[config.mk]
export PLATFORM = sky130hd
export DESIGN_NAME = usr_seq
export DESIGN_NICKNAME = d
export VERILOG_FILES = /design/src/rtl/usr_seq.sv
export SDC_FILE = /design/constraint.sdc
export NUM_CORES = 1
export LEC_CHECK = 0
export CAP_MARGIN = 10
export CORE_ASPECT_RATIO = 1.2
export CORE_MARGIN = 4
export CORE_UTILIZATION = 49
export DETAILED_ROUTE_END_ITERATION = 10
export GPL_ROUTABILITY_DRIVEN = 0
export PLACE_DENSITY = 0.93
export SKIP_CTS_REPAIR_TIMING = 1
export SYNTH_ARGS = -nofsm -noshare
export SYNTH_HDL_FRONTEND = slang
export SYNTH_SLANG_ARGS = --single-unit
[constraint.sdc]
create_clock -name clk -period 4.1 [get_ports clk]
set_input_delay 0.615 -clock clk [delete_from_list [all_inputs] [get_ports clk]]
set_output_delay 0.615 -clock clk [all_outputs]
set_load 0.05 [all_outputs]
[src/rtl/usr_seq.sv]
// usr_seq: command sequencer driving the universal shift register (usr).
// Accepts one command per valid/ready handshake (NOP, shift right N,
// shift left N with a fill bit, parallel load), steps usr through the
// required cycles, then captures usr_q as result and pulses done.
// Optional feature macro: USR_SEQ_ROTATE_EN adds cmd_rot, which replaces
// the fill bit with the bit falling off the opposite end of usr_q so that
// a shift becomes a rotate.
module usr_seq #(
  parameter int WIDTH = 4,
  parameter int CNT_W = 3
) (
  input  logic             clk,
  input  logic             rst,
  input  logic             cmd_valid,
  output logic             cmd_ready,
  input  logic [1:0]       cmd_op,
  input  logic [WIDTH-1:0] cmd_data,
  input  logic [CNT_W-1:0] cmd_count,
  input  logic             cmd_fill,
`ifdef USR_SEQ_ROTATE_EN
  input  logic             cmd_rot,
`endif
  input  logic [WIDTH-1:0] usr_q,
  output logic [1:0]       mode,
  output logic [WIDTH-1:0] data_in,
  output logic             serial_in_left,
  output logic             serial_in_right,
  output logic             busy,
  output logic             done,
  output logic [WIDTH-1:0] result
);

  typedef enum logic [1:0] {
    S_IDLE,
    S_LOAD,
    S_SHIFT,
    S_DONE
  } state_t;

  localparam logic [1:0] MODE_HOLD  = 2'b00;
  localparam logic [1:0] MODE_RIGHT = 2'b01;
  localparam logic [1:0] MODE_LEFT  = 2'b10;
  localparam logic [1:0] MODE_LOAD  = 2'b11;

  state_t           state;
  logic [CNT_W-1:0] remaining;
  logic             sil_q;
  logic             sir_q;
`ifdef USR_SEQ_ROTATE_EN
  logic             rot_q;
`endif

  // Handshake and status derive directly from the state register; ready is
  // forced low while reset is held so nothing can be accepted during reset.
  assign cmd_ready = (state == S_IDLE) && rst;
  assign busy      = (state != S_IDLE);

`ifdef USR_SEQ_ROTATE_EN
  // In a rotate, the serial input is fed straight from the bit that usr is
  // about to shift out, so it must follow usr_q in the same cycle.
  always_comb begin
    serial_in_left  = sil_q;
    serial_in_right = sir_q;
    if (rot_q && (state == S_SHIFT)) begin
      if (mode == MODE_RIGHT) begin
        serial_in_left = usr_q[0];
      end
      if (mode == MODE_LEFT) begin
        serial_in_right = usr_q[WIDTH-1];
      end
    end
  end
`else
  assign serial_in_left  = sil_q;
  assign serial_in_right = sir_q;
`endif

  // Main sequencer: latches a command, registers the usr controls for the
  // active cycles, and captures the result one cycle after the last update.
  always_ff @(posedge clk or negedge rst) begin
    if (!rst) begin
      state     <= S_IDLE;
      remaining <= '0;
      mode      <= MODE_HOLD;
      data_in   <= '0;
      sil_q     <= 1'b0;
      sir_q     <= 1'b0;
      done      <= 1'b0;
      result    <= '0;
`ifdef USR_SEQ_ROTATE_EN
      rot_q     <= 1'b0;
`endif
    end else begin
      done <= 1'b0;
      case (state)
        S_IDLE: begin
          if (cmd_valid) begin
            remaining <= cmd_count;
`ifdef USR_SEQ_ROTATE_EN
            rot_q     <= cmd_rot;
`endif
            case (cmd_op)
              MODE_LOAD: begin
                data_in <= cmd_data;
                mode    <= MODE_LOAD;
                state   <= S_LOAD;
              end
              MODE_RIGHT, MODE_LEFT: begin
                if (cmd_count != '0) begin
                  mode  <= cmd_op;
                  sil_q <= (cmd_op == MODE_RIGHT) ? cmd_fill : 1'b0;
                  sir_q <= (cmd_op == MODE_LEFT)  ? cmd_fill : 1'b0;
                  state <= S_SHIFT;
                end else begin
                  state <= S_DONE;
                end
              end
              default: begin
                state <= S_DONE;
              end
            endcase
          end
        end
        S_LOAD: begin
          mode  <= MODE_HOLD;
          state <= S_DONE;
        end
        S_SHIFT: begin
          if (remaining == CNT_W'(1)) begin
            mode  <= MODE_HOLD;
            sil_q <= 1'b0;
            sir_q <= 1'b0;
            state <= S_DONE;
          end else begin
            remaining <= remaining - CNT_W'(1);
          end
        end
        S_DONE: begin
          result <= usr_q;
          done   <= 1'b1;
          state  <= S_IDLE;
        end
        default: begin
          state <= S_IDLE;
        end
      endcase
    end
  end

endmodule

======== Word-level counts from Yosys, hierarchy flattened ========
Index checks and enable logic that the tools add are counted.
operators by class
  add/subtract/negate cells ............... 1
  equality and inequality tests ........... 14
  multiplexer cells ....................... 25
  reductions and logical operators ........ 12
operators with widths
  operator                                          count
  2-to-1 mux 1 bit                                  11
  2-to-1 mux 2 bit                                  5
  AND reduction 5 bit                               2
  == test 2 bit, second input constant              4
  one-hot mux 2 bit (2 select lines)                2
  one-hot mux 2 bit (4 select lines)                1
  2-to-1 mux 3 bit                                  2
  != test 2 bit, second input constant              3
  one-hot mux 2 bit (3 select lines)                1
  one-hot mux 3 bit (2 select lines)                1
  AND reduction 3 bit                               2
  nonzero test 3 bit                                2
  == test 2 x 1 -> 1 bit, second input constant     2
  != test 2 x 1 -> 1 bit, second input constant     2
  one-hot mux 1 bit (2 select lines)                2
  nonzero test 2 bit                                2
  == test 3 x 1 -> 1 bit, second input constant     1
  != test 3 x 1 -> 1 bit, second input constant     1
  != test 3 bit, second input constant              1
  subtractor 3 x 1 -> 3 bit, second input constant  1
  logical NOT 2 bit                                 1
  AND reduction 2 bit                               1
  OR reduction 2 bit                                1
  logical AND 1 bit                                 1
word-level totals
  register bits ........................... 18
  bits of input ports ..................... 17
  output and inout port bits .............. 15
  word-level logic and storage cells ...... 60

======== Logic depth before layout (Yosys ltp) ========
Gate-level depths: netlist of run 1.
  depth in word-level cells ............... 6
  depth in mapped cells ................... 7
  gate-level depth less buffers ........... 6

======== Worst setup path after synthesis of run 1 ========
No wires, ideal clock.
  path type ............................... reg2out
  start ................................... reg state[0]
  end ..................................... out cmd_ready
  arrival time ............................ 1.174 ns
  required time ........................... 3.485 ns
  path slack .............................. 2.311 ns
  cell stages (with the launch flop) ...... 4
  buffers on the path ..................... 0
  path through ............................ dfrtp_1 -> inv_1 -> ha_1 -> and2_1
on the way
  longest elaborated chain between the ends .. 2
RTL lines
  what                    RTL line  RTL
  from (decl)             45        state_t state;
  from (signal assigned)  82        state <= S_IDLE;
  from (signal assigned)  106       state <= S_LOAD;
  from (signal assigned)  113       state <= S_SHIFT;
  logical NOT 2 bit       55        assign cmd_ready = (state == S_IDLE) && rst;
  logical AND 1 bit       55
  to (decl)               15        output logic cmd_ready,
Every way passes these cells.

======== Worst setup path after layout of run 1 ========
  start ................................... in rst
  end ..................................... out cmd_ready
on the way
  longest elaborated chain between the ends .. 1
RTL lines
  what               RTL line  RTL
  from (decl)        13        input logic rst,
  logical AND 1 bit  55
Every way passes these cells.

==> results.yml, run 1 <==
outcome:
  status: "completed"
drt:
  wl_per_cell_um: 14.40
  drt_pre_antenna_iters: 4
  routed_via_density: 5.114
  ant_nets: 0
  wirelength_mm: 2.275
  drt_iter0_drc: 30
  vias: 808
  drc: 0
clock_tree:
  cts_num_sinks: 18
  cts-root-buf: "clkbuf_4"
  clk_pin_slew_ns: 0.10
  clk_path_buf_depth: 2
  cts_buffers: 3
  clk_latency_ns: 0.30
  cts_tree: "yes"
  htree_levels: 1
power_and_ir_drop:
  p_leak_nw: 0.6611
  vdd_drop_max_mv: 0.7554
  power.density_nw_per_um2: 887.0
sta:
  tns_ns: 0
  rsz0062_at_grt: "false"
  finalCritPeriodShare_pct: 70.40
  fin_crit_ns: 2.886
  drv_slew: 0
  setup_ws_ns: 1.214
  max_slew_margin_pct: 64.94
  hold_viol: 0
  finClkSkew_ns: 0.009164
  worst_pin_slew_ns: 0.5242
  setup_viol_count_final: 0
  fmax_mhz: 346.5
run:
  drv_cap: 0
die:
  core_area_um2: 2049
  num_rows: 18
  die_x_um: 50.46
  die_h_um: 58.95
  dieArea_um2: 2974
  start_util_pct: 51.71
  io_pins: 32
layout:
  fin_area_um2: 1444
  final_cell_mix: "clkdlybuf4s50_1, dfrtp_1, ha_1"
  final_nets: 159
  drive_above_1_share_pct: 17.19
  final_common_cell: "clkdlybuf4s50_1"
  diodes: 0
  area_growth_pct: 36.25
hold_path:
  hp-class: "flop to flop"
  worst_hold_path.num_cells: 1
  min_to: "mode[1]$_DFFE_PN0P_"
  min_from: "mode[1]$_DFFE_PN0P_"
setup_path:
  crit_path_start_kind: "input pin"
  timing.rr.end: "remaining[2]$_DFFE_PN0P_"
  crit_fanout: 19
  arrival_ns: 2.27
  reg2reg_depth: 6
  crit_type: "input pin to output pin"
  critical_path_required_ns: 3.48
  reg2reg_from: "state[0]$_DFFE_PN0P_"
  reg2reg_slack_ns: 2.29
  end_kind: "output pin"
synthesis:
  synth_cell_types: 27
  synth_area_um2: 1060
  seq_area_frac_synth_pct: 42.50
  synthCells: 93
  syn_area_per_cell_um2: 11.40
  syn-num-nets: 123
  yosysWarnings: 0
  ys_ff_latch: 18
placement:
  hpwl_mm: 1.809
  placed_area_um2: 1408
  pre_cts_ws_ns: 1.190
  io_buffers: 31
grt:
  globalRouteOverflowTotal: 0
  antenna_found_initial: 0
  grt_max_degree: 20
  grtUsageTotal_pct: 17.14
  first_global_vias: 901
  grt_pass1_wl_mm: 3.843
## sequential cells by signal, summed over array words and instances, names as in the netlist
register         cells
result               4
serial_in_left       1
remaining            3
serial_in_right      1
mode                 2
done                 1
state                2
data_in              4
## power by group
part	switching, mW	internal [mW]
clock network	0.0577	0.0542
logic	0.509	0.331
registers	0.0582	0.270
total	0.625	0.655
## how the worst max path moves through the flow
stage	slack, ns	to	cells after the start	start
after floorplan	2.31	cmd_ready	3	state[0]$_DFFE_PN0P_
final	1.21	cmd_ready	4	rst
after detailed placement	1.19	cmd_ready	4	rst
after CTS	1.19	cmd_ready	4	rst
after global routing	1.12	cmd_ready	4	rst
after global placement	1.21	cmd_ready	4	rst
## kinds of logic after synthesis
family / Yosys count / share of synthesized area [%]
multiplexers: 12 / 12.63
buffers and inverters: 11 / 4.250
AO/OA/AOI/OAI: 17 / 14.64
AND/OR/NAND/NOR: 22 / 10.62
flip-flops: 18 / 42.50
adder cells (fa/ha/maj): 13 / 15.35
## worst max-delay path, cell delays in order
cell and delay (ns):
clkdlybuf4s50_1 0.45, buf_4 0.25, and2_1 0.16, clkdlybuf4s50_1 0.79
## layout make-up
| type | count | area, um^2 |
|---|---|---|
| Clock buffer | 4 | 36.28 |
| Fill cell | 124 | 605.6 |
| Inverter | 10 | 37.54 |
| Multi-Input combinational cell | 64 | 564.3 |
| Sequential cell | 18 | 450.4 |
| Tap cell | 30 | 37.54 |
| Timing Repair Buffer | 32 | 317.8 |
## cells in the mapped netlist
master    count  area [um^2]
o211ai_2      1        12.51
nand3_1       1        5.000
a311oi_4      1        26.28
a21oi_4       1        16.27
a41o_1        2        20.02
nor2b_4       1        13.76
mux2_2        9        101.4
or2_2         1        6.260
nor3_1        1        5.000
a221oi_2      1        15.01
nand2_1       4        15.01
and2_1        2        12.51
mux2i_1       1        10.01
mux2_1        2        22.52
a21oi_1       4        20.02
ha_1         13        162.7
a21boi_0      2        15.01
o211ai_1      1        7.510
o21ai_0       2        10.01
inv_2         1        3.750
a31oi_1       1        6.260
inv_1         9        33.78
buf_4         1        7.510
nor2_1       11        41.29
dfrtp_1      18        450.4
o22ai_1       1        6.260
nand2b_4      1        13.76
## metrics by stage
stage / hold slack (ns) / utilization [%] / std cells / total power, mW
floorplan: 0.3194 / - / 93 / 0.9290
global placement: 0.4752 / 68.68 / 154 / 1.133
finish: 0.5183 / 70.45 / 158 / 1.281
detailed placement: 0.4946 / 68.68 / 154 / 1.173
CTS: 0.5232 / 70.45 / 158 / 1.289
global route: 0.5450 / 70.45 / 158 / 1.360
## metal layers
layer	wire, um	global-route usage, %	vias to the layer above	part of all wire [%]
li1	-	-	386	-
met4	30	5.769	0	1.3
met5	0	0	-	0
met3	159	4.810	5	7.0
met1	859	17.86	391	38
met2	1226	32.65	26	54
Note: power is estimated with default switching activity, not from simulation.
==> run 2, diff against run 1 <==
Settings changed: CORE_UTILIZATION 49 to 41, PLACE_DENSITY 0.93 to 0.84.
Clock period 4.1 ns to 2.35 ns, I/O delays scaled along.
==> results.yml, run 2 (synthesis results as in run 1) <==
sta:
  finClkSkew_ns: 0.0007123
  fin_crit_ns: 1.895
  max_slew_margin_pct: 66.08
  fmax_mhz: 527.8
  tns_ns: 0
  finalCritPeriodShare_pct: 80.63
  drv_slew: 0
  rsz0062_at_grt: "false"
  hold_viol: 0
  worst_pin_slew_ns: 0.5072
  setup_viol_count_final: 0
layout:
  drive_above_1_share_pct: 18.11
  largestRegisters: "data_in (4), result (4), remaining (3)"
  area_growth_pct: 35.77
  diodes: 0
  fin_area_um2: 1439
  final_cell_mix: "clkdlybuf4s50_1, dfrtp_1, ha_1"
  final_nets: 159
  final_common_cell: "clkdlybuf4s50_1"
grt:
  antenna_found_initial: 0
  grt_pass1_wl_mm: 3.795
  globalRouteOverflowTotal: 0
  grt_max_degree: 19
  grtUsageTotal_pct: 14.73
  first_global_vias: 880
placement:
  hpwl_mm: 1.809
  placed_area_um2: 1416
  io_buffers: 31
setup_path:
  crit_path_start_kind: "input pin"
  end_kind: "flop"
  critical_path_required_ns: 2.52
  reg2reg_slack_ns: 0.54
  crit_fanout: 5
  crit_type: "input pin to flop"
  arrival_ns: 2.06
clock_tree:
  cts-root-buf: "clkbuf_4"
  cts_num_sinks: 18
  cts_buffers: 3
  clk_path_buf_depth: 2
  htree_levels: 1
  clk_latency_ns: 0.28
  clk_pin_slew_ns: 0.09
  cts_tree: "yes"
drt:
  drt_pre_antenna_iters: 4
  wirelength_mm: 2.223
  drc: 0
  ant_nets: 0
  vias: 785
  routed_via_density: 4.968
  wl_per_cell_um: 14.07
  drt_iter0_drc: 2
die:
  die_h_um: 63.70
  dieArea_um2: 3466
  num_rows: 19
  io_pins: 32
  core_area_um2: 2377
  die_x_um: 54.41
  start_util_pct: 44.58
hold_path:
  hp-class: "input pin to async pin"
run:
  drv_cap: 0
power_and_ir_drop:
  p_leak_nw: 0.6589
  vdd_drop_max_mv: 0.9133
  power.density_nw_per_um2: 1514
outcome:
  status: "completed"
## run 2: cell type report
type / instances / area [um^2]
fillers: 218 / 938.4
well taps: 31 / 38.79
multi-input cells: 64 / 564.3
inverters: 10 / 37.54
flip-flops and latches: 18 / 450.4
repair buffers: 32 / 325.3
clock buffers: 3 / 22.52
## run 2: per-stage QoR
step                      power, mW  worst slack (ns)  hold slack (ns)  std cells  utilization, %
after global routing          2.341            0.3443           0.4383        158           60.53
after detailed placement      2.053            0.1677           0.4956        155           59.58
after floorplan               1.621            0.6668          0.05691         93               -
after CTS                     2.208            0.4699           0.4190        158           60.53
final                         2.178            0.4552           0.4153        158           60.53
after global placement        1.993            0.2546           0.4883        155           59.58
## run 2: final timing paths
kind	start	to	depth (start not counted)
setup / recovery	cmd_op[0]	mode[0]$_DFFE_PN0P_	7
hold / removal	rst	state[0]$_DFFE_PN0P_	2
setup reg to reg	state[0]$_DFFE_PN0P_	remaining[2]$_DFFE_PN0P_	6
hold reg to reg	result[0]$_DFFE_PN0P_	result[0]$_DFFE_PN0P_	1
max in group asynchronous	rst	result[1]$_DFFE_PN0P_	2
min in group clk	result[0]$_DFFE_PN0P_	result[0]$_DFFE_PN0P_	1
## run 2: per-layer routing
layer | wire, um | GRT usage [%] | up-vias
li1 | - | - | 385
met1 | 923 | 16.96 | 380
met2 | 1180 | 25.60 | 18
met3 | 98 | 2.123 | 2
met4 | 20 | 6.542 | 0
met5 | 0 | 0 | -
## run 2: power breakdown
part | switching, mW | internal [mW] | total [mW]
sequential | 0.0944 | 0.470 | 0.565
combinational | 0.885 | 0.582 | 1.47
clock | 0.0868 | 0.0595 | 0.146
total | 1.07 | 1.11 | 2.18
## run 2: worst max-delay path, stage by stage
cell and delay [ns]:
clkdlybuf4s50_1 0.56, inv_1 0.11, ha_1 0.34, nor2_1 0.06, a21oi_1 0.16, o211ai_2 0.14
mux2_1 0.35
==> run 3, diff against run 2 <==
Clock period 2.35 ns to 1.59 ns, I/O delays scaled along.
==> results.yml, run 3 (synthesis results as in run 1) <==
sta:
  max_slew_margin_pct: 77.20
  fin_crit_ns: 1.621
  fmax_mhz: 616.9
  worst_pin_slew_ns: 0.3419
  hold_viol: 0
  setup_viol_count_final: 4
  setup_ws_ns: -0.03094
  tns_ns: -0.07075
  finalCritPeriodShare_pct: 101.9
  drv_slew: 0
  rsz0062_at_grt: "true"
  finClkSkew_ns: 0.006847
setup_path:
  crit_end: "mode[0]$_DFFE_PN0P_"
  crit_fanout: 6
  arrival_ns: 1.81
  critical_path_required_ns: 1.78
  crit_type: "flop to flop"
  reg2reg_from: "state[1]$_DFFE_PN0P_"
  reg2reg_depth: 6
  cp-startpoint: "state[1]$_DFFE_PN0P_"
  crit_path_start_kind: "flop"
  reg2reg_slack_ns: -0.03
  end_kind: "flop"
  timing.rr.end: "mode[0]$_DFFE_PN0P_"
die:
  die_h_um: 63.70
  num_rows: 19
  dieArea_um2: 3466
  io_pins: 32
  start_util_pct: 44.58
  core_area_um2: 2377
  die_x_um: 54.41
layout:
  largestRegisters: "data_in (4), result (4), remaining (3)"
  final_nets: 182
  stdcell_count: 182
  diodes: 0
  final_cell_mix: "buf_4, dfrtp_1, clkdlybuf4s50_1"
  drive_above_1_share_pct: 49.01
  area_growth_pct: 57.14
  final_util_pct: 70.05
  final_common_cell: "buf_4"
grt:
  grt_pass1_wl_mm: 4.015
  globalRouteOverflowTotal: 0
  first_global_vias: 969
  grt_max_degree: 19
  grtUsageTotal_pct: 15.25
  antenna_found_initial: 0
clock_tree:
  clk_pin_slew_ns: 0.11
  clk_latency_ns: 0.30
  cts-root-buf: "clkbuf_4"
  clk_path_buf_depth: 2
  htree_levels: 1
  cts_num_sinks: 18
  cts_tree: "yes"
  cts_buffers: 3
drt:
  wl_per_cell_um: 14.21
  drc: 0
  drt_pre_antenna_iters: 4
  routed.top_layer: "met4"
  ant_nets: 0
  vias: 903
  wirelength_mm: 2.587
  routed_via_density: 4.962
  wl_met3_um: 116
  wl_met1_mm: 1.014
  drt_iter0_drc: 2
  wl_met2_mm: 1.430
placement:
  hpwl_mm: 1.938
  pre_cts_ws_ns: -0.3332
  io_buffers: 31
  place_inst: 172
power_and_ir_drop:
  fin_total_pwr_mw: 3.815
  power.density_nw_per_um2: 2291
  vdd_drop_max_mv: 2.180
  p_leak_nw: 0.8030
hold_path:
  hp-class: "input pin to async pin"
outcome:
  status: "finished with violations"
  violations: "negative setup slack"
run:
  drv_cap: 0
[run 3: cell type report]
class                           count  area (um^2)
Inverter                           10        41.29
Fill cell                         190        711.9
Sequential cell                    18        450.4
Multi-Input combinational cell     64        616.8
Tap cell                           31        38.79
Timing Repair Buffer               55        481.7
Clock buffer                        4        36.28
[run 3: stage by stage]
step,hold WS [ns],instance area (um^2)
floorplan,-0.05709,1076
global placement,0.4865,1540
detailed placement,0.4871,1540
CTS,0.3001,1577
global route,0.3291,1665
finish,0.2993,1665
[run 3: how the worst min path moves through the flow]
stage,start,cells after the start,end,slack (ns)
2_1_floorplan,rst,0,data_in[0]$_DFFE_PN0P_,-0.06
3_3_place_gp,mode[1]$_DFFE_PN0P_,1,mode[1]$_DFFE_PN0P_,0.49
3_5_place_dp,mode[1]$_DFFE_PN0P_,1,mode[1]$_DFFE_PN0P_,0.49
4_1_cts,rst,2,result[3]$_DFFE_PN0P_,0.30
5_1_grt,rst,2,remaining[2]$_DFFE_PN0P_,0.33
6_report,rst,2,remaining[2]$_DFFE_PN0P_,0.30
[run 3: power by group]
part | internal [mW] | switching [mW]
sequential | 0.695 | 0.149
combinational | 1.21 | 1.47
clock | 0.140 | 0.147
total | 2.05 | 1.77
[run 3: layer usage]
layer,up-vias,track usage (%)
met2,30,29.64
met4,0,3.738
li1,435,-
met5,-,0
met1,435,15.80
met3,3,2.358
[run 3: critical path, stage by stage (launching register included)]
cell and delay (ns):
dfrtp_1 0.43, inv_2 0.07, ha_4 0.18, nor2b_4 0.14
a21oi_4 0.20, o211ai_2 0.17, mux2_4 0.33
==> patch 1: new RTL, flow settings as in run 2 <==
Add a define of `USR_SEQ_ROTATE_EN`.
--- a/src/rtl/usr_seq.sv
+++ b/src/rtl/usr_seq.sv
@@ -5,6 +5,8 @@
 // Optional feature macro: USR_SEQ_ROTATE_EN adds cmd_rot, which replaces
 // the fill bit with the bit falling off the opposite end of usr_q so that
 // a shift becomes a rotate.
+`define USR_SEQ_ROTATE_EN
+
 module usr_seq #(
   parameter int WIDTH = 4,
   parameter int CNT_W = 3
Interface: changed (added cmd_rot); port bits go from 32 to 33. The function was not compared with the original's and may differ.
==> patch 1 against run 2 <==
Setup slack worse by 0.12 ns; area after synthesis up 6.7%; register-to-register slack worse by 0.08 ns; power up 2.5%; routed wire length up 19%; critical path depth unchanged; count of clock-buffer cells in the layout unchanged; sequential cell count up 1; design area up 8.5%; critical path type unchanged; critical endpoint is now mode[1]; largest cell class unchanged; highest routed layer unchanged.
==> patch 1: results (changes against run 2) <==
status:
  outcome: "complete, no violations"
power:
  leakagePower_nw: 0.708  # +7.5%
  peakVddDrop_mv: 0.955  # +4.5%
sta:
  holdWs_ns: 0.447  # +0.0319 ns
  max-slew-margin-rel: 0.652  # -0.00855
drt:
  routed_length_per_instance_um: 15.5  # +10%
  first_iter_violations: 18  # +16
  drt-vias-per-instance: 5.25  # +5.6%
  detailroute.wirelength.met2_um: 1390  # +18%
  wl_met1_um: 1060  # +15%
setup_path:
  slowest_delay_ns: 0.48  # -0.08 ns
  rr_endpoint: "sir_q"
  critical_path.max_fanout: 3  # -2
  crit_arrival_ns: 2.22  # +0.16 ns
  reg2reg_setup_slack_ns: 0.46  # -0.08 ns
place:
  detailedPlace.worstSlack_ns: -0.0147  # -0.182 ns
  place_inst: 166  # +7.1%
  placement.cell_area_mm2: 0.00153  # +8.3%
  dp.final_hpwl_um: 2120  # +17%
cts:
  cts.clk_slew.worst_paths_ns: 0.11  # +0.02 ns
yosys:
  syn_nets: 129  # +4.9%
  synth.lib_cells_used.distinct: 30  # +11%
  seq_total_area_yosys: 0.420  # -0.00468
  ys_top_cells_by_area: "sky130_fd_sc_hd__dfrtp_1 (42%), sky130_fd_sc_hd__ha_1 (13%), sky130_fd_sc_hd__mux2_2 (13%)"
global_routing:
  grt_start_max_net_pins: 20  # +1
  track_usage: 0.157  # +0.00988
  grt_pass1_wl_um: 4520  # +19%
layout:
  nNetsFinal: 168  # +5.7%
==> patch 1: final cells by class <==
type,instances,area [um2]
clock inverter,1,5.00
tap,33,41.3
clock buffer,3,22.5
inverter,7,26.3
multi-input combinational,71,613
fill,212,1020
sequential,19,475
timing repair buffer,36,378
==> patch 1: logic make-up (layout without fill, tap and decap cells) <==
family | after synthesis | after routing | share of synthesized area
fa+ha+maj | 12 | 12 | 0.133
flops | 19 | 19 | 0.420
buf+inv | 9 | 47 | 0.0376
mux | 17 | 17 | 0.169
compound gates | 15 | 15 | 0.101
simple gates | 27 | 27 | 0.139
==> patch 1: per-layer routing <==
metal  track usage  up-vias
li1              -      423
met5             0        -
met2         0.290       27
met3        0.0393        5
met4        0.0623        0
met1         0.172      437
==> patch 1: report_power, final <==
part           total (mW)  internal (mW)  switching (mW)  leakage (nW)
sequential          0.588          0.485           0.102         0.230
combinational        1.48          0.623           0.855         0.461
clock               0.168         0.0635           0.104        0.0177
==> patch 2: new RTL, flow settings as in run 2 <==
Made on the original files. Re-encode `state_t` (4 states) as Gray code, 2 bits wide.
--- a/src/rtl/usr_seq.sv
+++ b/src/rtl/usr_seq.sv
@@ -31,10 +31,10 @@
 );
 
   typedef enum logic [1:0] {
-    S_IDLE,
-    S_LOAD,
-    S_SHIFT,
-    S_DONE
+    S_IDLE  = 2'b00,
+    S_LOAD  = 2'b01,
+    S_SHIFT = 2'b11,
+    S_DONE  = 2'b10
   } state_t;
 
   localparam logic [1:0] MODE_HOLD  = 2'b00;
Function: same outputs for any inputs over 10 cycles, from zero or initial values and one cycle with rst low; not proved beyond that.
==> patch 2 against run 2 <==
Combinational power is 29% lower; sequential cell count stayed put; area after synthesis is 8.1% lower; critical path depth is 4 lower; setup slack worse by 0.36 ns; count of clock-buffer cells in the layout is 1 higher; non-clock buffer count is 1 higher; design area is 5.0% lower; clock power is 36% higher; maximum frequency is 16% lower; power is 18% lower; global-route usage is 0.71 points higher; routed wire length is 1.3% lower; critical path type is now reg2out; highest routed layer unchanged.
==> patch 2: results (changes against run 2) <==
place:
  detailedPlace.worstSlack_ns: 0.296  # +0.129 ns
  placement.cell_area_mm2: 0.00133  # -6.0%
  dp.final_hpwl_um: 1700  # -5.8%
  port_buffers: 31  # unchanged
layout:
  top_regs: "data_in (4), result (4), remaining (3)"
  final_core_utilization: 0.599  # -0.00603
  finalNonFillerCells: 151  # -4.4%
  fill_cells: 203  # -6.9%
  antenna-diode-count: 0  # unchanged
  drive_above_1_share: 0.167  # -0.0144
sta:
  report.final.setup_viol: 0  # unchanged
  worst_pin_slew_ns: 0.504  # -0.00271 ns
  clock-skew-final_ns: 0.00515  # +0.00444 ns
  holdWs_ns: 0.369  # -0.0461 ns
yosys:
  synth.lib_cells_used.distinct: 30  # +11%
  syn_nets: 111  # -9.8%
  synth.top_cells.by_count: "sky130_fd_sc_hd__dfrtp_1 (18), sky130_fd_sc_hd__ha_1 (9), sky130_fd_sc_hd__mux2_2 (8)"
  seq_total_area_yosys: 0.463  # +0.0377
  ys_top_cells_by_area: "sky130_fd_sc_hd__dfrtp_1 (46%), sky130_fd_sc_hd__ha_1 (12%), sky130_fd_sc_hd__mux2_2 (9.3%)"
  synth-warning-count: 0  # unchanged
  post_synth_inst_count: 85  # -8.6%
global_routing:
  grt_pass1_wl_um: 3640  # -4.2%
  track_usage: 0.154  # +0.00709
  grt_antenna_before_repair: 0  # unchanged
  grt_pass1_vias: 847  # -3.8%
  grt_start_max_net_pins: 19  # unchanged
  overflow: 0  # unchanged
drt:
  detailroute.via_count: 791  # +0.76%
  first_iter_violations: 11  # +9
  routed_length_per_instance_um: 14.5  # +3.2%
  firstDrtPassIters: 4  # unchanged
power:
  leakagePower_nw: 0.606  # -8.1%
  peakVddDrop_mv: 0.746  # -18%
  switching_share: 0.473  # -0.0160
status:
  outcome: "complete, no violations"
setup_path:
  reg2reg_from: "state[0]"
  crit_arrival_ns: 1.91  # -0.15 ns
  r2r_cells: 4  # -2
  rr_endpoint: "data_in[2]"
  critical_path.max_fanout: 8  # +3
  reg2reg_setup_slack_ns: 0.74  # +0.20 ns
worst_hold_path:
  hold_class: "in2async"
cts:
  clock_latency_ns: 0.31  # +0.03 ns
  cts.clk_slew.worst_paths_ns: 0.11  # +0.02 ns
  ctsRootBufferMaster: "sky130_fd_sc_hd__clkbuf_4"
  numCtsBuffers: 3  # unchanged
  max-clock-path-buffers: 2  # unchanged
  h-tree-depth: 1  # unchanged
-- patch 2: changes by cell type after synthesis, sizes merged, moves of 2 or more --
cell | run 2 | this run
ha | 13 | 9
o2bb2ai | 0 | 3
a21boi | 2 | 0
nor2b | 1 | 3
inv | 10 | 5
and3 | 0 | 2
nor2 | 11 | 4
nor3 | 1 | 3
nand3 | 1 | 5
a21oi | 5 | 2
a41o | 2 | 0
-- patch 2: how the worst max path moves through the flow --
stage               depth (start not counted)  slack [ns]       from              end
CTS                                         3        0.08   state[1]             busy
global placement                            6        0.34  cmd_op[0]   serial_in_left
detailed placement                          6        0.30  cmd_op[0]  serial_in_right
finish                                      3        0.09   state[1]             busy
global route                                3        0.03   state[1]             busy
floorplan                                   5        0.76   state[0]   serial_in_left
-- patch 2: cell type report --
cell class / count / area share
Tap cell: 31 / 0.0284
Clock buffer: 4 / 0.0265
Timing Repair Buffer: 33 / 0.245
Multi-Input combinational cell: 60 / 0.357
Sequential cell: 18 / 0.329
Inverter: 5 / 0.0137
-- patch 2: power by group through the flow --
stage / Sequential, mW / Clock [mW] / Combinational (mW)
final: 0.540 / 0.199 / 1.05
after global placement: 0.537 / 0 / 1.04
after detailed placement: 0.549 / 0 / 1.06
after global routing: 0.564 / 0.213 / 1.11
after floorplan: 0.906 / 0 / 0.336
after CTS: 0.542 / 0.203 / 1.06
-- patch 2: layer usage --
metal,global-route usage,share of wire,vias to the layer above
met5,0,0,-
met4,0.0730,0.023,0
met3,0.0363,0.052,7
met2,0.291,0.53,31
met1,0.160,0.39,385
li1,-,-,368
-- patch 2: critical path, cell delays in order, from the launching register on --
cell and delay, ns:
sky130_fd_sc_hd__dfrtp_1 0.49, sky130_fd_sc_hd__nor2_1 0.27, sky130_fd_sc_hd__inv_1 0.12, sky130_fd_sc_hd__clkdlybuf4s50_1 0.72
-- patch 2: logic make-up after synthesis --
family / Yosys count / share of synthesized area
compound gates: 12 / 0.0990
fa+ha+maj: 9 / 0.116
buf+inv: 7 / 0.0360
flops: 18 / 0.463
mux: 10 / 0.116
simple gates: 29 / 0.171
